File: src/rtl/acq_pkg.sv
// Shared state encoding and default sizing for the Raman acquisition sequencer.
package acq_pkg;

  typedef enum logic [2:0] {
    IDLE      = 3'd0,
    WAIT_SYNC = 3'd1,
    SWEEP     = 3'd2,
    FLUSH     = 3'd3,
    DUMP      = 3'd4
  } acq_state_e;

  localparam int DEF_POINTS   = 1024;
  localparam int DEF_MEASURES = 100000;
  localparam int DEF_SAVES    = 10;
  localparam int DEF_RD_LAT   = 2;

  // Width of a counter that runs 0..n-1, never narrower than one bit.
  function automatic int cnt_width(input int n);
    return (n > 1) ? $clog2(n) : 1;
  endfunction

endpackage

File: src/rtl/acq_wr_pipe.sv
// L-stage delay line carrying {valid, clear, addr} from the RAM read side to the
// accumulation write side; a synchronous flush drops everything in flight.
module acq_wr_pipe #(
  parameter int L  = 3,
  parameter int AW = 10
) (
  input  logic          clk,
  input  logic          rst,
  input  logic          flush,
  input  logic          in_valid,
  input  logic          in_clear,
  input  logic [AW-1:0] in_addr,
  output logic          out_valid,
  output logic          out_clear,
  output logic [AW-1:0] out_addr
);

  localparam int DW = AW + 2;

  logic [DW-1:0] stage [L];

  always_ff @(posedge clk or posedge rst) begin
    if (rst) begin
      for (int i = 0; i < L; i++) stage[i] <= '0;
    end else if (flush) begin
      for (int i = 0; i < L; i++) stage[i] <= '0;
    end else begin
      // clear only travels with a valid entry so idle slots never assert acc_clear
      stage[0] <= {in_valid, in_valid & in_clear, in_addr};
      for (int i = 1; i < L; i++) stage[i] <= stage[i-1];
    end
  end

  assign {out_valid, out_clear, out_addr} = stage[L-1];

endmodule

File: src/rtl/acq_sequencer.sv
// Raman acquisition run sequencer: per sync edge sweeps POINTS samples through a
// read-modify-write accumulation RAM, dumps each spectrum, repeats SAVES times.
module acq_sequencer
  import acq_pkg::*;
#(
  parameter int  POINTS   = DEF_POINTS,
  parameter int  MEASURES = DEF_MEASURES,
  parameter int  SAVES    = DEF_SAVES,
  parameter int  RD_LAT   = DEF_RD_LAT,
  localparam int AW       = cnt_width(POINTS),
  localparam int MW       = cnt_width(MEASURES),
  localparam int SW       = cnt_width(SAVES)
) (
  input  logic          clk,
  input  logic          rst,
  input  logic          start,
  input  logic          abort,
  input  logic          sync,
  output logic          ram_rd_en,
  output logic [AW-1:0] ram_rd_addr,
  output logic          ram_wr_en,
  output logic [AW-1:0] ram_wr_addr,
  output logic          acc_clear,
  output logic          dump_valid,
  input  logic          dump_ready,
  output logic          dump_last,
  output logic [AW-1:0] cnt_point,
  output logic [MW-1:0] cnt_measure,
  output logic [SW-1:0] cnt_save,
  output logic          busy,
  output logic          done,
  output logic          overrun,
  output acq_state_e    dbg_state
);

  // Read latency plus the datapath adder register.
  localparam int L  = RD_LAT + 1;
  localparam int FW = cnt_width(L);

  localparam logic [AW-1:0] PT_LAST    = AW'(POINTS - 1);
  localparam logic [MW-1:0] MEAS_LAST  = MW'(MEASURES - 1);
  localparam logic [SW-1:0] SAVE_LAST  = SW'(SAVES - 1);
  localparam logic [FW-1:0] FLUSH_LAST = FW'(L - 1);

  acq_state_e    state, state_nx;
  logic [AW-1:0] point_q, point_nx;
  logic [AW-1:0] dump_addr_q, dump_addr_nx;
  logic [MW-1:0] meas_q, meas_nx;
  logic [SW-1:0] save_q, save_nx;
  logic [FW-1:0] flush_q, flush_nx;
  logic          sync_d, sync_rise;
  logic          overrun_q, overrun_nx;
  logic          done_q, done_nx;

  assign sync_rise = sync & ~sync_d;

  always_ff @(posedge clk or posedge rst) begin
    if (rst) begin
      state       <= IDLE;
      point_q     <= '0;
      dump_addr_q <= '0;
      meas_q      <= '0;
      save_q      <= '0;
      flush_q     <= '0;
      sync_d      <= 1'b0;
      overrun_q   <= 1'b0;
      done_q      <= 1'b0;
    end else begin
      state       <= state_nx;
      point_q     <= point_nx;
      dump_addr_q <= dump_addr_nx;
      meas_q      <= meas_nx;
      save_q      <= save_nx;
      flush_q     <= flush_nx;
      sync_d      <= sync;
      overrun_q   <= overrun_nx;
      done_q      <= done_nx;
    end
  end

  always_comb begin
    state_nx     = state;
    point_nx     = point_q;
    dump_addr_nx = dump_addr_q;
    meas_nx      = meas_q;
    save_nx      = save_q;
    flush_nx     = flush_q;
    overrun_nx   = overrun_q;
    done_nx      = 1'b0;

    if (abort) begin
      // abort beats start, drops the run without a done pulse; overrun is kept
      state_nx     = IDLE;
      point_nx     = '0;
      dump_addr_nx = '0;
      meas_nx      = '0;
      save_nx      = '0;
      flush_nx     = '0;
    end else begin
      case (state)
        IDLE: begin
          if (start) begin
            state_nx     = WAIT_SYNC;
            point_nx     = '0;
            dump_addr_nx = '0;
            meas_nx      = '0;
            save_nx      = '0;
            flush_nx     = '0;
            overrun_nx   = 1'b0;
          end
        end

        WAIT_SYNC: begin
          if (sync_rise) begin
            state_nx = SWEEP;
            point_nx = '0;
          end
        end

        SWEEP: begin
          if (sync_rise) overrun_nx = 1'b1;
          if (point_q == PT_LAST) begin
            point_nx = '0;
            flush_nx = '0;
            state_nx = FLUSH;
          end else begin
            point_nx = point_q + AW'(1);
          end
        end

        // Hold off the next sweep until the last write has left the pipeline.
        FLUSH: begin
          if (sync_rise) overrun_nx = 1'b1;
          if (flush_q == FLUSH_LAST) begin
            flush_nx = '0;
            if (meas_q == MEAS_LAST) begin
              meas_nx      = '0;
              dump_addr_nx = '0;
              state_nx     = DUMP;
            end else begin
              meas_nx  = meas_q + MW'(1);
              state_nx = WAIT_SYNC;
            end
          end else begin
            flush_nx = flush_q + FW'(1);
          end
        end

        // A beat transfers on dump_valid & dump_ready in the same cycle; while
        // dump_ready is low the address and dump_valid are held unchanged.
        DUMP: begin
          if (sync_rise) overrun_nx = 1'b1;
          if (dump_ready) begin
            if (dump_addr_q == PT_LAST) begin
              dump_addr_nx = '0;
              if (save_q == SAVE_LAST) begin
                save_nx  = '0;
                done_nx  = 1'b1;
                state_nx = IDLE;
              end else begin
                save_nx  = save_q + SW'(1);
                state_nx = WAIT_SYNC;
              end
            end else begin
              dump_addr_nx = dump_addr_q + AW'(1);
            end
          end
        end

        default: state_nx = IDLE;
      endcase
    end
  end

  acq_wr_pipe #(
    .L  (L),
    .AW (AW)
  ) u_wr_pipe (
    .clk       (clk),
    .rst       (rst),
    .flush     (abort),
    .in_valid  (state == SWEEP),
    .in_clear  (meas_q == '0),
    .in_addr   (point_q),
    .out_valid (ram_wr_en),
    .out_clear (acc_clear),
    .out_addr  (ram_wr_addr)
  );

  assign ram_rd_en   = (state == SWEEP) || (state == DUMP);
  assign ram_rd_addr = (state == DUMP)  ? dump_addr_q :
                       (state == SWEEP) ? point_q     : '0;
  assign dump_valid  = (state == DUMP);
  assign dump_last   = (state == DUMP) && (dump_addr_q == PT_LAST);
  assign cnt_point   = point_q;
  assign cnt_measure = meas_q;
  assign cnt_save    = save_q;
  assign busy        = (state != IDLE);
  assign done        = done_q;
  assign overrun     = overrun_q;
  assign dbg_state   = state;

endmodule

File: config.mk
export PLATFORM = sky130hd
export DESIGN_NAME = acq_sequencer
export DESIGN_NICKNAME = d
export VERILOG_FILES = /design/src/rtl/acq_pkg.sv /design/src/rtl/acq_wr_pipe.sv /design/src/rtl/acq_sequencer.sv
export SDC_FILE = /design/constraint.sdc
export NUM_CORES = 1
export LEC_CHECK = 0
export ABC_AREA = 1
export CAP_MARGIN = 15
export CORE_MARGIN = 10
export CORE_UTILIZATION = 59
export DETAILED_ROUTE_END_ITERATION = 6
export PLACE_DENSITY = 0.87
export SLEW_MARGIN = 20
export SYNTH_ARGS = -nofsm -noshare
export SYNTH_HDL_FRONTEND = slang
export SYNTH_SLANG_ARGS = --single-unit
File: constraint.sdc
create_clock -name clk -period 7.1 [get_ports clk]
set_input_delay 1.065 -clock clk [delete_from_list [all_inputs] [get_ports clk]]
set_output_delay 1.065 -clock clk [all_outputs]
set_load 0.01 [all_outputs]
## Word level (Yosys, flattened, before mapping)

Index checks and enable logic that the tools add are counted.

| storage, ports and cells | value |
|---|---|
| flip-flop bits (word level) | 85 |
| bits in latches | 0 |
| memory bits (writable) | 0 |
| memory bits (read-only) | 0 |
| input bits | 6 |
| memories kept | 0 |

| cells by class | value |
|---|---|
| $add $sub $neg | 5 |
| $mul | 0 |
| divide/modulo/power cells | 0 |
| order comparisons | 0 |
| eq/ne operators | 18 |
| shifts and indexed selects | 0 |
| muxes and demuxes | 48 |
| bitwise operators | 4 |
| reduce and logical (&&, ||, !) cells | 19 |

Operator list:

| cell | number |
|---|---|
| $mux 10 | 11 |
| $mux 17 | 4 |
| $pmux 10 s3 | 2 |
| $mux 36 | 1 |
| $pmux 17 s2 | 1 |
| $mux 3 | 8 |
| $add 10x1->10 const B | 2 |
| $eq 10x10->1 const B | 2 |
| $mux 4 | 5 |
| $add 17x1->17 const B | 1 |
| $eq 17x17->1 const B | 1 |
| $logic_not 17->1 | 1 |
| $ne 3x3->1 const B | 5 |
| $pmux 3 s5 | 1 |
| $reduce_bool 4->1 | 3 |
| $reduce_and 3->1 | 3 |
| $reduce_bool 3->1 | 3 |
| $mux 1 | 8 |
| $mux 2 | 4 |
| $pmux 4 s2 | 1 |
| $reduce_and 4->1 | 2 |
| $eq 3x2->1 const B | 2 |
| $ne 3x2->1 const B | 2 |
| $pmux 2 s3 | 1 |
| 18 further kinds | 20 |

## Depth between registers and ports, before layout

Gate-level depths: netlist of the first run.

| depth | value |
|---|---|
| depth in word-level cells | 6 |
| gate-level depth with buffers | 11 |

## Modules after synthesis

From an unflattened synthesis of the first run, not the netlist that was laid out.

| second synthesis, totals | value |
|---|---|
| cell total of the unflattened synthesis | 591 |
| area, all modules | 4,571.9 µm² |

By module, submodules not included:

| module | instances | cells an instance | area an instance (µm²) | seq. area each (µm²) |
|---|---|---|---|---|
| acq_sequencer | 1 | 468 | 3,271.9 | 1,226.2 |
| acq_wr_pipe | 1 | 123 | 1,300.0 | 900.9 |

## Least setup slack after synthesis of the first run

Ideal clock, no wire load.

| path | value |
|---|---|
| path type | register -> output |
| start | register state[0] (netlist: dbg_state[0]) |
| end | output port ram_rd_addr[1] |
| data arrival time | 1.295 ns |
| data required time | 6.035 ns |
| setup slack | 4.740 ns |
| cell stages (with the launch flop) | 5 |
| cells stage by stage | dfrtp_1 nor2_4 nand2_2 clkbuf_1 o21ai_0 |

| on the way | value |
|---|---|
| word-level cells in the longest chain between the ends | 3 |
| elaborated cells between the ends (all ways) | 4 |
| classes of those cells | eq/ne (2); mux (2) |

Ends and longest elaborated chain:

| item | RTL line | text |
|---|---|---|
| from (decl) | acq_sequencer.sv:45 | `acq_state_e state, state_nx;` |
| from (signal assigned) | acq_sequencer.sv:69 | `state <= state_nx;` |
| $eq 3x2->1 | acq_sequencer.sv:192 | `(state == SWEEP) ? point_q : '0;` |
| $mux 10 | acq_sequencer.sv:192 |  |
| $mux 10 * | acq_sequencer.sv:191 | `assign ram_rd_addr = (state == DUMP) ? dump_addr_q :` |
| to (decl) | acq_sequencer.sv:20 | `output logic [AW-1:0] ram_rd_addr,` |

Every way passes the cells marked *; elsewhere a longest branch is shown, timed or not.

## Worst setup path in the final report of the first run

Same ends and word-level chain as after synthesis.

==> results of run 1 <==
[critical path, delay by kind of cell (launching register included)]
kind / cells / cell delay, ns
compound gates: 1 / 0.09
buf+inv: 2 / 0.84
flops: 1 / 0.51
simple gates: 3 / 0.60
[stage by stage]
step / hold slack (ns) / setup slack (ns) / instance area [µm²] / total power, mW / cells
4_1_cts: 0.465 / 3.66 / 5430 / 1.17 / 766
6_report: 0.463 / 3.65 / 5440 / 1.17 / 766
5_1_grt: 0.477 / 3.50 / 5440 / 1.23 / 766
3_3_place_gp: 0.436 / 3.67 / 5240 / 0.829 / 750
2_1_floorplan: 0.434 / 3.84 / 4570 / 0.751 / 601
3_5_place_dp: 0.445 / 3.62 / 5240 / 0.835 / 750
[logic make-up (layout without fill, tap and decap cells)]
group	count (synthesis)	count (layout)	synth area share
adder cells (fa/ha/maj)	6	6	0.0164
buffers and inverters	122	185	0.115
flip-flops	85	85	0.465
XOR/XNOR	5	5	0.00958
AND/OR/NAND/NOR	334	334	0.336
AO/OA/AOI/OAI	49	49	0.0580
[Yosys cell counts (2+ instances only)]
cell	n
o22ai_1	9
o21ai_0	25
nand4_1	22
clkbuf_1	7
nand2_2	5
nand3_4	2
nor2_1	103
nand3_1	38
o21ai_1	4
nor2_2	5
buf_6	3
inv_1	96
nor3_1	13
dfrtp_1	85
inv_2	4
nand2_1	128
ha_1	6
nor2_4	4
a21oi_1	8
nand3_2	3
buf_4	12
xor2_1	5
nor4_1	5
[flip-flops by register name, summed over array words and instances (netlist names)]
| signal | count |
|---|---|
| cnt_save | 4 |
| u_wr_pipe.stage | 24 |
| cnt_point | 10 |
| cnt_measure | 17 |
| sync_d | 1 |
| dump_addr_q | 10 |
| overrun | 1 |
| u_wr_pipe.out_valid | 1 |
| u_wr_pipe.out_addr | 10 |
| flush_q | 2 |
| done | 1 |
| u_wr_pipe.out_clear | 1 |
| dbg_state | 3 |
[layout by cell type, fill, tap and decap left out, types with 5 or more instances in the layout]
cell type / synthesis / layout
xor2_1: 5 / 5
dfrtp_1: 85 / 85
nand3_1: 38 / 38
a21oi_1: 8 / 8
o22ai_1: 9 / 9
nor2_1: 103 / 103
nand2_2: 5 / 5
nor4_1: 5 / 5
nand2_1: 128 / 128
nor3_1: 13 / 13
ha_1: 6 / 6
nor2_2: 5 / 5
inv_1: 96 / 95
clkbuf_8: 0 / 9
clkdlybuf4s50_1: 0 / 67
o21ai_0: 25 / 25
nand4_1: 22 / 22
[metal layers]
| metal | vias to the layer above | global-route usage | share of wire |
|---|---|---|---|
| li1 | 2011 | - | - |
| met1 | 1926 | 0.266 | 0.44 |
| met2 | 171 | 0.322 | 0.46 |
| met3 | 19 | 0.0351 | 0.075 |
| met4 | 0 | 0.0744 | 0.019 |
| met5 | - | 0 | 0 |
[layout make-up]
cell class / count / area [µm²]
Inverter: 100 / 377
Tap cell: 102 / 128
Clock inverter: 7 / 73.8
Clock buffer: 9 / 124
Multi-Input combinational cell: 394 / 1920
Fill cell: 629 / 2210
Timing Repair Buffer: 69 / 689
Sequential cell: 85 / 2130
[power by group through the flow]
stage | logic, mW | registers [mW] | clock network, mW
CTS | 0.302 | 0.524 | 0.341
global placement | 0.296 | 0.533 | 0
finish | 0.307 | 0.525 | 0.334
global route | 0.339 | 0.527 | 0.362
floorplan | 0.218 | 0.534 | 0
detailed placement | 0.301 | 0.534 | 0
[worst paths after layout]
check | depth (start not counted) | slack (ns) | endpoint | start
worst min register to register | 2 | 0.46 | u_wr_pipe.stage[22] | u_wr_pipe.stage[34]
worst min-delay path | 2 | 0.46 | u_wr_pipe.stage[22] | u_wr_pipe.stage[34]
max in group asynchronous | 3 | 5.37 | cnt_measure[2] | rst
worst max register to register | 9 | 4.99 | dump_addr_q[0] | cnt_measure[0]
worst max-delay path | 6 | 3.65 | ram_rd_addr[1] | dbg_state[0]
min in group asynchronous | 3 | 1.22 | cnt_measure[10] | rst
==> reports/summary.txt, run 1 <==
Total GRT Usage - 0.201
Routed Antenna Nets - 0
Largest net degree at the start of global routing - 86
Net Switching - 0.436 mW
WS Path Type - flop to output pin
Vias per cell - 5.39
Row count - 32
Switching part of the total power - 0.374
Die height - 108 µm
Final wirelength - 11600 µm
Core area - 7650 µm²
Worst-path maximum fanout - 19
DRC viols - 0
Worst-path cell chain - nor2_2 -> nand2_2 -> inv_1 -> nand2_1 -> o21ai_0 -> clkdlybuf4s50_1
Post-CTS Resized - 0
Vias in the first global route - 3915
Crit path launch type - flop
GPL Wtd Cong - 0.943
Lkg Pwr - 2.49 nW
Clock power frac - 0.287
Status - completed
Slowest Stage Delay on Critical Path - 0.58 ns
First-pass GRT wire length - 19000 µm
Total CTS buffers - 9
Clock skew - 0.0152 ns
IO Pins - 68
Synthesized area - 4570 µm²
RSZ-0062 raised after global routing - no
CTS clk-pin slew, worst paths - 0.09 ns
Relative slew slack - 0.502
Cell taking the most area after synthesis - dfrtp_1
Clock latency at the later pin of the worst-skew pair - 0.36 ns
Number of diodes - 0
Setup crit end kind - output pin
Yosys reg bits - 85
Post-synth cell types - 32
Tmin final - 3.45 ns
H-tree Lvls - 3
WL per Instance - 15.1 µm
Ys Warns - 0
Worst EP required - 6.03 ns
Syn Nets - 613
Sequential-to-total area share from yosys stat - 0.465
Iter 0 DRT Violations - 309
Average size of a mapped cell - 7.61 µm²
Layout cell share with drive strength beyond 1 - 0.0678
Max frequency - 290 MHz
Slowest-stage cell, CP - clkdlybuf4s50_1
Hold Vio Cnt, Final - 0
Worst VDD drop - 0.000213 V
DP HPWL - 8670 µm
Top FF cell, synth - dfrtp_1
Initial antenna violation count - 0
Initial Util - 0.598
Pins over their slew limit - 0
Synth top area cells - dfrtp_1 (47%), nand2_1 (11%), nor2_1 (8.5%)
Die X - 108 µm
Hold/Removal Path Class - flop to flop
Setup Viol. Count Final - 0
Util after Layout - 0.711
CTS Hold Bufs - 0
Vias after detailed routing - 4127
Setup TNS - 0 ns
Ys async rst share - 1.00
Sequential share of power - 0.450
EDFF count, synth - 0
Internal power - 0.730 mW
CTS max path bufs - 2
Layout net count - 671
Area growth syn-to-layout - 18.9%
Total global routing overflow - 0
Pwr Density - 214 nW/µm²
PortBufs - 67
Arrival @ worst endpoint - 2.39 ns
Die area - 11700 µm²
Drt pass-1 iters - 6
Mapped Cells - 601
CTS tree - yes
Clock Sinks - 85
# Max-Cap Violations - 0
Synth top area share - 0.465
Combinational Power Share - 0.263
Root Buffer Master - clkbuf_8
Period utilization - 0.486
Worst slew pin tran - 0.748 ns
Number of post-CTS setup repair buffers - 0
Power figures use the tool's default switching activity.
==> inputs of run 2 (changes only) <==
--- a/config.mk
+++ b/config.mk
@@ -8,9 +8,9 @@
 export ABC_AREA = 1
 export CAP_MARGIN = 15
 export CORE_MARGIN = 10
-export CORE_UTILIZATION = 59
+export CORE_UTILIZATION = 49
 export DETAILED_ROUTE_END_ITERATION = 6
-export PLACE_DENSITY = 0.87
+export PLACE_DENSITY = 0.77
 export SLEW_MARGIN = 20
 export SYNTH_ARGS = -nofsm -noshare
 export SYNTH_HDL_FRONTEND = slang
==> constraint.sdc (replaced) <==
create_clock -name clk -period 3 [get_ports clk]
set_input_delay 0.45 -clock clk [delete_from_list [all_inputs] [get_ports clk]]
set_output_delay 0.45 -clock clk [all_outputs]
set_load 0.01 [all_outputs]
==> reports/summary.txt, run 2 (synthesis results as in run 1) <==
Status - completed (unchanged)
Min Hold Slack - 0.252 ns (was 0.463 ns)
Worst slack at placement - 0.581 ns (was 3.62 ns)
CTS tree - yes (unchanged)
Buf/Inv on CP - 2 (unchanged)
Switching part of the total power - 0.374 (about the same)
Relative slew slack - 0.639 (was 0.502)
Total CTS buffers - 9 (unchanged)
Number of post-CTS setup repair buffers - 0 (unchanged)
Die height - 117 µm (was 108 µm)
Vias per cell - 5.30 (was 5.39)
Routed Antenna Nets - 0 (unchanged)
Flop-to-flop setup slack - 0.96 ns (was 4.99 ns)
Drt pass-1 iters - 5 (was 6)
Initial antenna violation count - 0 (unchanged)
Reg2reg start - cnt_measure[0] (unchanged)
# Max-Cap Violations - 0 (unchanged)
Sequential share of power - 0.447 (was 0.450)
Number of diodes - 0 (unchanged)
Setup Viol. Count Final - 0 (unchanged)
Hold/Removal Path Class - input port to async pin (was flop to flop)
Dpl cell area - 5260 µm² (was 5240 µm²)
Total GRT Usage - 0.169 (was 0.201)
Worst setup margin - 0.186 ns (was 3.65 ns)
Placed Cells incl. Taps - 761 (was 750)
Power, Total - 2.77 mW (was 1.17 mW)
Lkg Pwr - 2.50 nW (was 2.49 nW)
PortBufs - 67 (unchanged)
GPL Wtd Cong - 0.891 (was 0.943)
Worst slew pin tran - 0.542 ns (was 0.748 ns)
Vias after detailed routing - 4117 (was 4127)
Combinational Power Share - 0.261 (was 0.263)
Clock skew - 0.0136 ns (was 0.0152 ns)
Worst-path maximum fanout - 19 (unchanged)
Max frequency - 355 MHz
IO Pins - 68 (unchanged)
Area growth syn-to-layout - 19.4% (was 18.9%)
Post-CTS Resized - 0 (unchanged)
Max reg flops - 24 (unchanged)
RSZ-0062 raised after global routing - no (unchanged)
Layout net count - 673 (was 671)
Iter 0 DRT Violations - 331 (was 309)
Clock Sinks - 85 (unchanged)
Vias in the first global route - 3906 (was 3915)
Biggest register - u_wr_pipe.stage (unchanged)
Clock power frac - 0.292 (was 0.287)
Tmin final - 2.81 ns
Most common cell after layout, fill and taps aside - nand2_1 (unchanged)
Core area - 9150 µm² (was 7650 µm²)
H-tree Lvls - 3 (unchanged)
Internal power - 1.73 mW (was 0.730 mW)
CTS clk-pin slew, worst paths - 0.09 ns (about the same)
Finished Cell Area - 5460 µm² (was 5440 µm²)
Arrival @ worst endpoint - 2.36 ns (was 2.39 ns)
Pwr Density - 507 nW/µm² (was 214 nW/µm²)
Most frequent cells in the layout - nand2_1 (128), nor2_1 (103), inv_1 (95), dfrtp_1 (85), clkdlybuf4s50_1 (67) (unchanged)
Root Buffer Master - clkbuf_8 (unchanged)
Hold Vio Cnt, Final - 0 (unchanged)
CP top delay family - buffers and inverters (unchanged)
Die area - 13600 µm² (was 11700 µm²)
Non-filler cells, final - 777 (was 766)
Slowest-stage cell, CP - clkdlybuf4s50_1 (unchanged)
Reg2reg path depth - 9 (unchanged)
First-pass GRT wire length - 18400 µm (was 19000 µm)
Clock latency at the later pin of the worst-skew pair - 0.37 ns (was 0.36 ns)
CTS Hold Bufs - 0 (unchanged)
Worst-path cell chain - nor2_2 -> nand2_2 -> inv_1 -> nand2_1 -> o21ai_0 -> clkdlybuf4s50_1 (unchanged)
Final wirelength - 11200 µm (was 11600 µm)
Pins over their slew limit - 0 (unchanged)
WL per Instance - 14.5 µm (was 15.1 µm)
DP HPWL - 8430 µm (was 8670 µm)
Die X - 117 µm (was 108 µm)
Period utilization - 0.938
Largest net degree at the start of global routing - 47 (was 86)
WS Path Type - flop to output pin (unchanged)
Row count - 35 (was 32)
Layout cell share with drive strength beyond 1 - 0.0706 (was 0.0678)
Capture point of the worst reg-to-reg path - dump_addr_q[0] (unchanged)
Crit path launch type - flop (unchanged)
Setup TNS - 0 ns (unchanged)
DRC viols - 0 (unchanged)
Total global routing overflow - 0 (unchanged)
Util after Layout - 0.596 (was 0.711)
Net Switching - 1.03 mW (was 0.436 mW)
Initial Util - 0.500 (was 0.598)
Setup crit end kind - output pin (unchanged)
CTS max path bufs - 2 (unchanged)
Worst EP required - 2.55 ns (was 6.03 ns)
Slowest Stage Delay on Critical Path - 0.57 ns (was 0.58 ns)
Worst VDD drop - 0.000265 V (was 0.000213 V)
run 2: cell count changes in the layout (fill, tap and decap cells not counted):
cell      delta
clkinv_8     -1
inv_8        +2
buf_6        -1
inv_6        -1
buf_4        +3
run 2: how the worst max path moves through the flow:
stage                      start             end  slack (ns)  depth (start not counted)
CTS                 dbg_state[0]  ram_rd_addr[1]        0.20                          6
global placement           abort  dump_addr_q[1]        0.62                          8
detailed placement         abort  dump_addr_q[0]        0.58                          8
global route        dbg_state[0]  ram_rd_addr[1]        0.04                          6
floorplan                    rst  cnt_measure[0]        0.36                          1
finish              dbg_state[0]  ram_rd_addr[1]        0.19                          6
run 2: layer usage:
metal | global-route usage | share of wire
met1 | 0.211 | 0.43
met2 | 0.278 | 0.47
met3 | 0.0462 | 0.080
met4 | 0.0560 | 0.016
met5 | 0 | 0
run 2: cell type report:
| class | count | area (µm²) |
|---|---|---|
| Inverter | 100 | 377 |
| Sequential cell | 85 | 2130 |
| Fill cell | 797 | 3690 |
| Tap cell | 111 | 139 |
| Multi-Input combinational cell | 394 | 1920 |
| Timing Repair Buffer | 71 | 701 |
| Clock inverter | 7 | 71.3 |
| Clock buffer | 9 | 124 |
run 2: power groups by stage:
stage / Sequential [mW] / Clock (mW) / Combinational (mW)
after detailed placement: 1.26 / 0 / 0.715
after floorplan: 1.26 / 0 / 0.515
after global placement: 1.26 / 0 / 0.708
final: 1.24 / 0.808 / 0.721
after CTS: 1.24 / 0.826 / 0.721
after global routing: 1.24 / 0.876 / 0.800
==> inputs of run 3 (changes only) <==
--- a/config.mk
+++ b/config.mk
@@ -6,10 +6,10 @@
 export NUM_CORES = 1
 export LEC_CHECK = 0
 export ABC_AREA = 1
-export CAP_MARGIN = 15
 export CORE_MARGIN = 10
 export CORE_UTILIZATION = 49
 export DETAILED_ROUTE_END_ITERATION = 6
+export GPL_ROUTABILITY_DRIVEN = 0
 export PLACE_DENSITY = 0.77
 export SLEW_MARGIN = 20
 export SYNTH_ARGS = -nofsm -noshare
==> reports/summary.txt, run 3 (synthesis results as in run 1) <==
Status - completed (unchanged)
Number of post-CTS setup repair buffers - 0 (unchanged)
Die X - 117 µm (unchanged)
FILL cells - 815 (was 797)
Period utilization - 0.936 (was 0.938)
Initial Util - 0.500 (unchanged)
Crit path launch type - flop (unchanged)
Layout cell share with drive strength beyond 1 - 0.0678 (was 0.0706)
Layout net count - 671 (was 673)
Relative slew slack - 0.612 (was 0.639)
Global routing's busiest layer - met2 (unchanged)
Slowest Stage Delay on Critical Path - 0.57 ns (about the same)
CTS max path bufs - 2 (unchanged)
Reg2reg path depth - 8 (was 9)
H-tree Lvls - 3 (unchanged)
First-pass GRT wire length - 18600 µm (was 18400 µm)
Initial antenna violation count - 0 (unchanged)
Pins over their slew limit - 0 (unchanged)
Met3 Usage GRT - 0.0406 (was 0.0462)
Routed Antenna Nets - 0 (unchanged)
Setup TNS - 0 ns (unchanged)
Tmin final - 2.81 ns (about the same)
DP HPWL - 8390 µm (was 8430 µm)
Arrival @ worst endpoint - 2.36 ns (about the same)
Max reg flops - 24 (unchanged)
Min Hold Slack - 0.449 ns (was 0.252 ns)
Hold/Removal Path Class - input port to async pin (unchanged)
Flop-to-flop setup slack - 0.96 ns (about the same)
Total CTS buffers - 9 (unchanged)
Lkg Pwr - 2.50 nW (about the same)
Reg2reg start - dbg_state[0] (was cnt_measure[0])
Area growth syn-to-layout - 19.4% (about the same)
Pwr Density - 510 nW/µm² (was 507 nW/µm²)
Hold Vio Cnt, Final - 0 (unchanged)
Final wirelength - 11400 µm (was 11200 µm)
Row count - 35 (unchanged)
DRC viols - 0 (unchanged)
IO Pins - 68 (unchanged)
Setup crit end kind - output pin (unchanged)
Dpl cell area - 5260 µm² (about the same)
Worst-path maximum fanout - 19 (unchanged)
Worst EP required - 2.55 ns (about the same)
Die area - 13600 µm² (unchanged)
Vias after detailed routing - 4116 (was 4117)
CTS clk-pin slew, worst paths - 0.09 ns (about the same)
Vias per cell - 5.31 (was 5.30)
RSZ-0062 raised after global routing - no (unchanged)
Total global routing overflow - 0 (unchanged)
WL per Instance - 14.8 µm (was 14.5 µm)
Post-CTS Resized - 0 (unchanged)
Clock latency at the later pin of the worst-skew pair - 0.36 ns (was 0.37 ns)
# Max-Cap Violations - 0 (unchanged)
Number of diodes - 0 (unchanged)
Largest net degree at the start of global routing - 57 (was 47)
Vias in the first global route - 3772 (was 3906)
Max frequency - 356 MHz (was 355 MHz)
PortBufs - 67 (unchanged)
WS Path Type - flop to output pin (unchanged)
Most common cell after layout, fill and taps aside - nand2_1 (unchanged)
Util after Layout - 0.597 (was 0.596)
Met1 GRT Util - 0.224 (was 0.211)
CTS Hold Bufs - 0 (unchanged)
Root Buffer Master - clkbuf_8 (unchanged)
Worst VDD drop - 0.000271 V (was 0.000265 V)
Most frequent cells in the layout - nand2_1 (128), nor2_1 (103), inv_1 (95), dfrtp_1 (85), clkdlybuf4s50_1 (67) (unchanged)
Worst slew pin tran - 0.582 ns (was 0.542 ns)
Slowest-stage cell, CP - clkdlybuf4s50_1 (unchanged)
Clock skew - 0.0115 ns (was 0.0136 ns)
Setup Viol. Count Final - 0 (unchanged)
Crit path launch - dbg_state[0] (unchanged)
Power, Total - 2.78 mW (was 2.77 mW)
Worst-path cell chain - nor2_2 -> nand2_2 -> inv_1 -> nand2_1 -> o21ai_0 -> clkdlybuf4s50_1 (unchanged)
Die height - 117 µm (unchanged)
Finished Cell Area - 5460 µm² (about the same)
Drt pass-1 iters - 6 (was 5)
Biggest register - u_wr_pipe.stage (unchanged)
Core area - 9150 µm² (unchanged)
Capture point of the worst reg-to-reg path - cnt_measure[2] (was dump_addr_q[0])
Total GRT Usage - 0.172 (was 0.169)
Iter 0 DRT Violations - 367 (was 331)
Global-route track usage on met2 - 0.271 (was 0.278)
CTS tree - yes (unchanged)
Clock Sinks - 85 (unchanged)
-- run 3: changes by cell type in the layout (fill, tap and decap cells not counted), sizes merged --
cell,delta
inv,-1
buf,-2
clkinv,+1
-- run 3: area by class of cell --
| type | instances | area, µm² | area share |
|---|---|---|---|
| clock inverters | 7 | 76.3 | 0.0140 |
| multi-input cells | 394 | 1920 | 0.352 |
| flip-flops and latches | 85 | 2130 | 0.390 |
| repair buffers | 69 | 698 | 0.128 |
| well taps | 111 | 139 | 0.0254 |
| clock buffers | 9 | 124 | 0.0227 |
| inverters | 100 | 377 | 0.0690 |
-- run 3: critical path, delay by kind of cell (launching register included) --
family                 cells  cell delay, ns
buffers and inverters      2            0.81
AND/OR/NAND/NOR            3            0.61
flip-flops                 1            0.50
AO/OA/AOI/OAI              1            0.09
-- run 3: stage by stage --
step / cells / worst slack [ns]
3_3_place_gp: 759 / 0.601
6_report: 775 / 0.192
5_1_grt: 775 / 0.0488
2_1_floorplan: 601 / 0.357
4_1_cts: 775 / 0.202
3_5_place_dp: 759 / 0.585
-- run 3: worst max path at each step --
stage,to,slack (ns)
CTS,ram_rd_addr[1],0.20
global route,ram_rd_addr[1],0.05
global placement,dump_addr_q[0],0.60
floorplan,cnt_measure[0],0.36
finish,ram_rd_addr[1],0.19
detailed placement,dump_addr_q[1],0.59
-- run 3: power breakdown --
group / internal (mW) / switching, mW
clock: 0.331 / 0.487
sequential: 1.19 / 0.0518
combinational: 0.216 / 0.513
total: 1.73 / 1.05
-- run 3: layer usage --
layer,up-vias,wire length [µm]
li1,2011,-
met1,1893,4910
met2,194,5370
met3,18,963
met4,0,193
met5,-,0
